`src/rtl/cond_pkg.sv`:
```
// Shared condition-code encodings and NZCV flag bit positions for the
// execute-stage condition/flag unit.
package cond_pkg;

  localparam logic [3:0] COND_EQ = 4'b0000;
  localparam logic [3:0] COND_NE = 4'b0001;
  localparam logic [3:0] COND_CS = 4'b0010;
  localparam logic [3:0] COND_CC = 4'b0011;
  localparam logic [3:0] COND_MI = 4'b0100;
  localparam logic [3:0] COND_PL = 4'b0101;
  localparam logic [3:0] COND_VS = 4'b0110;
  localparam logic [3:0] COND_VC = 4'b0111;
  localparam logic [3:0] COND_HI = 4'b1000;
  localparam logic [3:0] COND_LS = 4'b1001;
  localparam logic [3:0] COND_GE = 4'b1010;
  localparam logic [3:0] COND_LT = 4'b1011;
  localparam logic [3:0] COND_GT = 4'b1100;
  localparam logic [3:0] COND_LE = 4'b1101;
  localparam logic [3:0] COND_AL = 4'b1110;
  localparam logic [3:0] COND_NV = 4'b1111;

  localparam int unsigned FLAG_N = 3;
  localparam int unsigned FLAG_Z = 2;
  localparam int unsigned FLAG_C = 1;
  localparam int unsigned FLAG_V = 0;

endpackage

```
`src/rtl/cond_eval.sv`:
```
// Combinational evaluation of a 4-bit condition field against NZCV flags.
module cond_eval
  import cond_pkg::*;
(
  input  logic [3:0] cond_i,
  input  logic [3:0] flags_i,
  output logic       cond_ex_o
);

  logic w_n, w_z, w_c, w_v, w_ge, w_hi, w_gt;

  assign w_n  = flags_i[FLAG_N];
  assign w_z  = flags_i[FLAG_Z];
  assign w_c  = flags_i[FLAG_C];
  assign w_v  = flags_i[FLAG_V];
  assign w_ge = (w_n == w_v);
  assign w_hi = w_c & ~w_z;
  assign w_gt = ~w_z & w_ge;

  always_comb begin
    cond_ex_o = 1'b0;
    case (cond_i)
      COND_EQ: cond_ex_o = w_z;
      COND_NE: cond_ex_o = ~w_z;
      COND_CS: cond_ex_o = w_c;
      COND_CC: cond_ex_o = ~w_c;
      COND_MI: cond_ex_o = w_n;
      COND_PL: cond_ex_o = ~w_n;
      COND_VS: cond_ex_o = w_v;
      COND_VC: cond_ex_o = ~w_v;
      COND_HI: cond_ex_o = w_hi;
      COND_LS: cond_ex_o = ~w_hi;
      COND_GE: cond_ex_o = w_ge;
      COND_LT: cond_ex_o = ~w_ge;
      COND_GT: cond_ex_o = w_gt;
      COND_LE: cond_ex_o = ~w_gt;
      COND_AL: cond_ex_o = 1'b1;
      default: cond_ex_o = 1'b0;
    endcase
  end

endmodule

```
`src/rtl/cond_flag_unit.sv`:
```
// Execute-stage condition/flag unit: owns NZCV, gates PC/reg/mem writes by the
// instruction condition and counts instructions squashed by a failed condition.
module cond_flag_unit
  import cond_pkg::*;
#(
  parameter int unsigned CNT_W = 8
) (
  input  logic             clk,
  input  logic             rst_n,
  input  logic             valid_i,
  input  logic             stall_i,
  input  logic             flush_i,
  input  logic [3:0]       cond_i,
  input  logic [3:0]       alu_flags_i,
  input  logic [1:0]       flag_w_i,
  input  logic             pcs_i,
  input  logic             reg_w_i,
  input  logic             mem_w_i,
  input  logic             no_write_i,
  output logic             cond_ex_o,
  output logic             pc_src_o,
  output logic             reg_write_o,
  output logic             mem_write_o,
  output logic [3:0]       flags_o,
  output logic [CNT_W-1:0] skip_cnt_o
);

  logic [3:0]       r_flags;
  logic             r_pc_src, r_reg_write, r_mem_write;
  logic [CNT_W-1:0] r_skip_cnt;
  logic             w_cond_ex, w_adv, w_accept, w_fire, w_skip;

  cond_eval u_cond_eval (
    .cond_i    (cond_i),
    .flags_i   (r_flags),
    .cond_ex_o (w_cond_ex)
  );

  assign w_adv    = ~stall_i | flush_i;
  assign w_accept = valid_i & ~stall_i & ~flush_i;
  assign w_fire   = w_accept & w_cond_ex;
  assign w_skip   = w_accept & ~w_cond_ex;

  // Flags are evaluated against the registered value only; no ALU forwarding.
  always_ff @(posedge clk) begin
    if (!rst_n) begin
      r_flags <= '0;
    end else if (w_fire) begin
      if (flag_w_i[1]) begin
        r_flags[FLAG_N] <= alu_flags_i[FLAG_N];
        r_flags[FLAG_Z] <= alu_flags_i[FLAG_Z];
      end
      if (flag_w_i[0]) begin
        r_flags[FLAG_C] <= alu_flags_i[FLAG_C];
        r_flags[FLAG_V] <= alu_flags_i[FLAG_V];
      end
    end
  end

  // Flush forces a bubble even when stalled; a plain stall holds the enables.
  always_ff @(posedge clk) begin
    if (!rst_n) begin
      r_pc_src    <= 1'b0;
      r_reg_write <= 1'b0;
      r_mem_write <= 1'b0;
    end else if (w_adv) begin
      if (flush_i || !valid_i) begin
        r_pc_src    <= 1'b0;
        r_reg_write <= 1'b0;
        r_mem_write <= 1'b0;
      end else begin
        r_pc_src    <= pcs_i & w_cond_ex;
        r_reg_write <= reg_w_i & w_cond_ex & ~no_write_i;
        r_mem_write <= mem_w_i & w_cond_ex;
      end
    end
  end

  always_ff @(posedge clk) begin
    if (!rst_n) begin
      r_skip_cnt <= '0;
    end else if (w_skip && (r_skip_cnt != '1)) begin
      r_skip_cnt <= r_skip_cnt + CNT_W'(1);
    end
  end

  assign cond_ex_o   = w_cond_ex;
  assign pc_src_o    = r_pc_src;
  assign reg_write_o = r_reg_write;
  assign mem_write_o = r_mem_write;
  assign flags_o     = r_flags;
  assign skip_cnt_o  = r_skip_cnt;

endmodule
```
`config.mk`:
```
export PLATFORM = sky130hd
export DESIGN_NAME = cond_flag_unit
export DESIGN_NICKNAME = d
export VERILOG_FILES = /design/src/rtl/cond_pkg.sv /design/src/rtl/cond_eval.sv /design/src/rtl/cond_flag_unit.sv
export SDC_FILE = /design/constraint.sdc
export NUM_CORES = 1
export LEC_CHECK = 0
export ABC_CLOCK_PERIOD_IN_PS = 3600
export BUFFER_PORTS_ARGS = -buffer_cell sky130_fd_sc_hd__buf_2
export CORE_ASPECT_RATIO = 1.75
export CORE_UTILIZATION = 37
export CTS_CLUSTER_DIAMETER = 60
export DETAILED_ROUTE_END_ITERATION = 12
export GPL_TIMING_DRIVEN = 0
export RECOVER_POWER = 50
export SLEW_MARGIN = 5
export SYNTH_ARGS = -nofsm -noshare
export SYNTH_HDL_FRONTEND = slang
export SYNTH_SLANG_ARGS = --single-unit
export TNS_END_PERCENT = 5
```
`constraint.sdc`:
```
create_clock -name clk -period 3.6 [get_ports clk]
set_clock_uncertainty 0.1 [all_clocks]
set_input_delay 0.54 -clock clk [delete_from_list [all_inputs] [get_ports clk]]
set_output_delay 0.54 -clock clk [all_outputs]
set_load 0.1 [all_outputs]
```
==> flow_summary.yaml <==
routing:
  dr_total_vias: 976
  drtPass1Iterations: 4
  antenna_left: 0
  wl_per_cell_um: 13.43
  drtIter0Drc: 27
  wl_um: 2364
  routed_via_density: 5.545
  drc: 0
power:
  power_uw: 396.7
  p_leak_uw: 0.0004756
  p_per_area_mw_per_mm2: 323.2
  vdd_drop_max_v: 0.0002504
final_layout:
  fin_area_mm2: 0.001227
  fin_nets: 171
  syn2layout_area_growth_pct: 21.86
  n_antenna_cell: 0
  layout-drive-gt1-share_pct: 24.67
die:
  fp.dieW_um: 41.44
  core_mm2: 0.002522
  rows: 24
  die_area_mm2: 0.002943
  start_util_pct: 39.93
  fp.dieH_um: 71.02
  io_pins: 35
synthesis:
  synth.yosys.seq_area_share_pct: 29.81
  synth_area_per_cell_um2: 8.835
  synth_edf_count: 0
  synthArstFlopShare_pct: 0
  synth_nets: 134
  synth-main-ff-cell: "dfxtp_1"
  synth_cell_types: 43
  synth.yosys.warnings: 0
  ys_seq_elements: 15
  syn_inst: 114
  synth_area_mm2: 0.001007
grt:
  overflow: 0
  grt_pass1_wl_um: 3774
  grt_pass1_vias: 916
  grt_max_degree: 11
  grt_use_total_pct: 15.94
  antenna_found_initial: 0
sta:
  setup_viol: 0
  worst_pin_slew_ps: 1169
  finalSetupTns_ps: 0
  slew_headroom_pct: 22.37
  fmax_mhz: 313.3
  layout_setup_ws_ps: 408.3
  maxSlewViolCount: 0
  timing.hold.ws_ps: 355.3
  finalCritPeriodShare_pct: 88.66
  hold_viol: 0
  rsz0062_at_grt: "false"
  min_period_ps: 3192
cts:
  cts_setup_buffers: 0
  ctsResizeCount: 0
  clockBufferDepth: 2
  clkSlewWorstSetupHoldPaths_ps: 70
  clock-sinks: 15
  cts_hold_repair.buffers: 0
  insertion_delay_ps: 260
  cts_buffers: 3
  root_buffer: "clkbuf_8"
  cts_tree: "done"
  htreeDepth: 1
hold_path:
  min_from: "mem_write_o"
  min_path_type: "reg -> reg"
worst_setup_path:
  required_ps: 2960
  start_kind: "primary input"
  r2r_start: "flags_o[3]"
  setup.worst_path.class: "in -> out"
  critPathCaptureType: "output pin"
  startpoint: "cond_i[2]"
  arrival_ps: 2550
  path_max_fanout: 10
status:
  status: "finished clean"
placed_design:
  place.gp.congestion: 0.7757
  numPortBuffers: 32
  hpwl_um: 1774
  preCtsSetupSlack_ps: 435.1
  postPlaceCellArea_mm2: 0.001200
job:
  drv_cap: 0
-- kinds of logic after synthesis --
kind of cell	synth area share (%)
buffers and inverters	5.091
flip-flops	29.81
adder cells (fa/ha/maj)	1.242
AND/OR/NAND/NOR	31.31
XOR/XNOR	0.8697
multiplexers	9.441
AO/OA/AOI/OAI	22.24
-- metal layers --
metal	vias to the layer above	global-route usage, %	part of all wire, %
li1	504	-	-
met1	436	17.62	45
met2	32	28.65	49
met3	4	3.571	4.9
met4	0	6.452	1.5
met5	-	0	0
-- flip-flops by register name, summed over array words and instances, names as in the netlist --
| register | count |
|---|---|
| mem_write_o | 1 |
| skip_cnt_o | 8 |
| flags_o | 4 |
| reg_write_o | 1 |
| pc_src_o | 1 |
-- stage by stage --
stage	instances	utilization, %
after detailed placement	172	47.57
after global routing	176	48.66
after CTS	176	49.40
final	176	48.66
after global placement	172	47.57
after floorplan	114	-
-- worst max-delay path, cell delays in order --
cell     delay [ps]
buf_2           120
buf_6           130
or3b_2          440
a21oi_1         200
o22a_2          210
o221a_4         240
buf_6           150
or2_2           110
buf_2           410
-- report_power, final --
part / switching [uW] / internal [uW] / total, uW / leakage, uW
clock network: 66.2 / 76.9 / 143 / 0.0000255
logic: 56.2 / 27.9 / 84.1 / 0.000329
registers: 1.98 / 168 / 170 / 0.000121
-- cell type report --
type | instances | area (um2)
timing repair buffer | 32 | 141.4
clock buffer | 3 | 41.29
inverter | 4 | 15.01
clock inverter | 1 | 5.005
multi-input combinational | 90 | 655.6
buffer | 5 | 36.28
fill | 276 | 1295
sequential | 15 | 300.3
tap | 26 | 32.53
-- cells in the mapped netlist, types with 2 or more instances --
cell,n,area (um2)
nand2_1,17,63.81
dfxtp_1,15,300.3
a21oi_1,10,50.05
mux2i_1,8,80.08
nand2b_1,6,37.54
nand3_1,6,30.03
inv_1,4,15.01
nor4_1,3,18.77
o21ai_0,3,15.01
buf_6,2,22.52
nor4_2,2,25.02
nor4bb_1,2,20.02
o211a_1,2,20.02
o211ai_1,2,15.01
o31ai_1,2,15.01
o41ai_1,2,17.52
or4_1,2,15.01
-- placed cells by master (no fill, tap or decap), types with 2 or more instances in the layout --
master	Yosys	routed
nand3_1	6	6
o211ai_1	2	2
a21oi_1	10	10
nor4_1	3	3
inv_1	4	4
o41ai_1	2	2
clkbuf_8	0	3
or4_1	2	2
o21ai_0	3	3
nor4bb_1	2	2
clkbuf_1	1	16
o31ai_1	2	2
dfxtp_1	15	15
buf_2	1	18
nand2b_1	6	6
o211a_1	2	2
buf_6	2	2
nand2_1	17	17
nor4_2	2	2
mux2i_1	8	8
-- final timing paths --
check	to	slack [ps]	cells after the start
worst max-delay path	cond_ex_o	410	9
worst min-delay path	mem_write_o	360	2
worst max register to register	flags_o[2]	1360	5
worst min register to register	mem_write_o	360	2
Power figures use the tool's default switching activity.
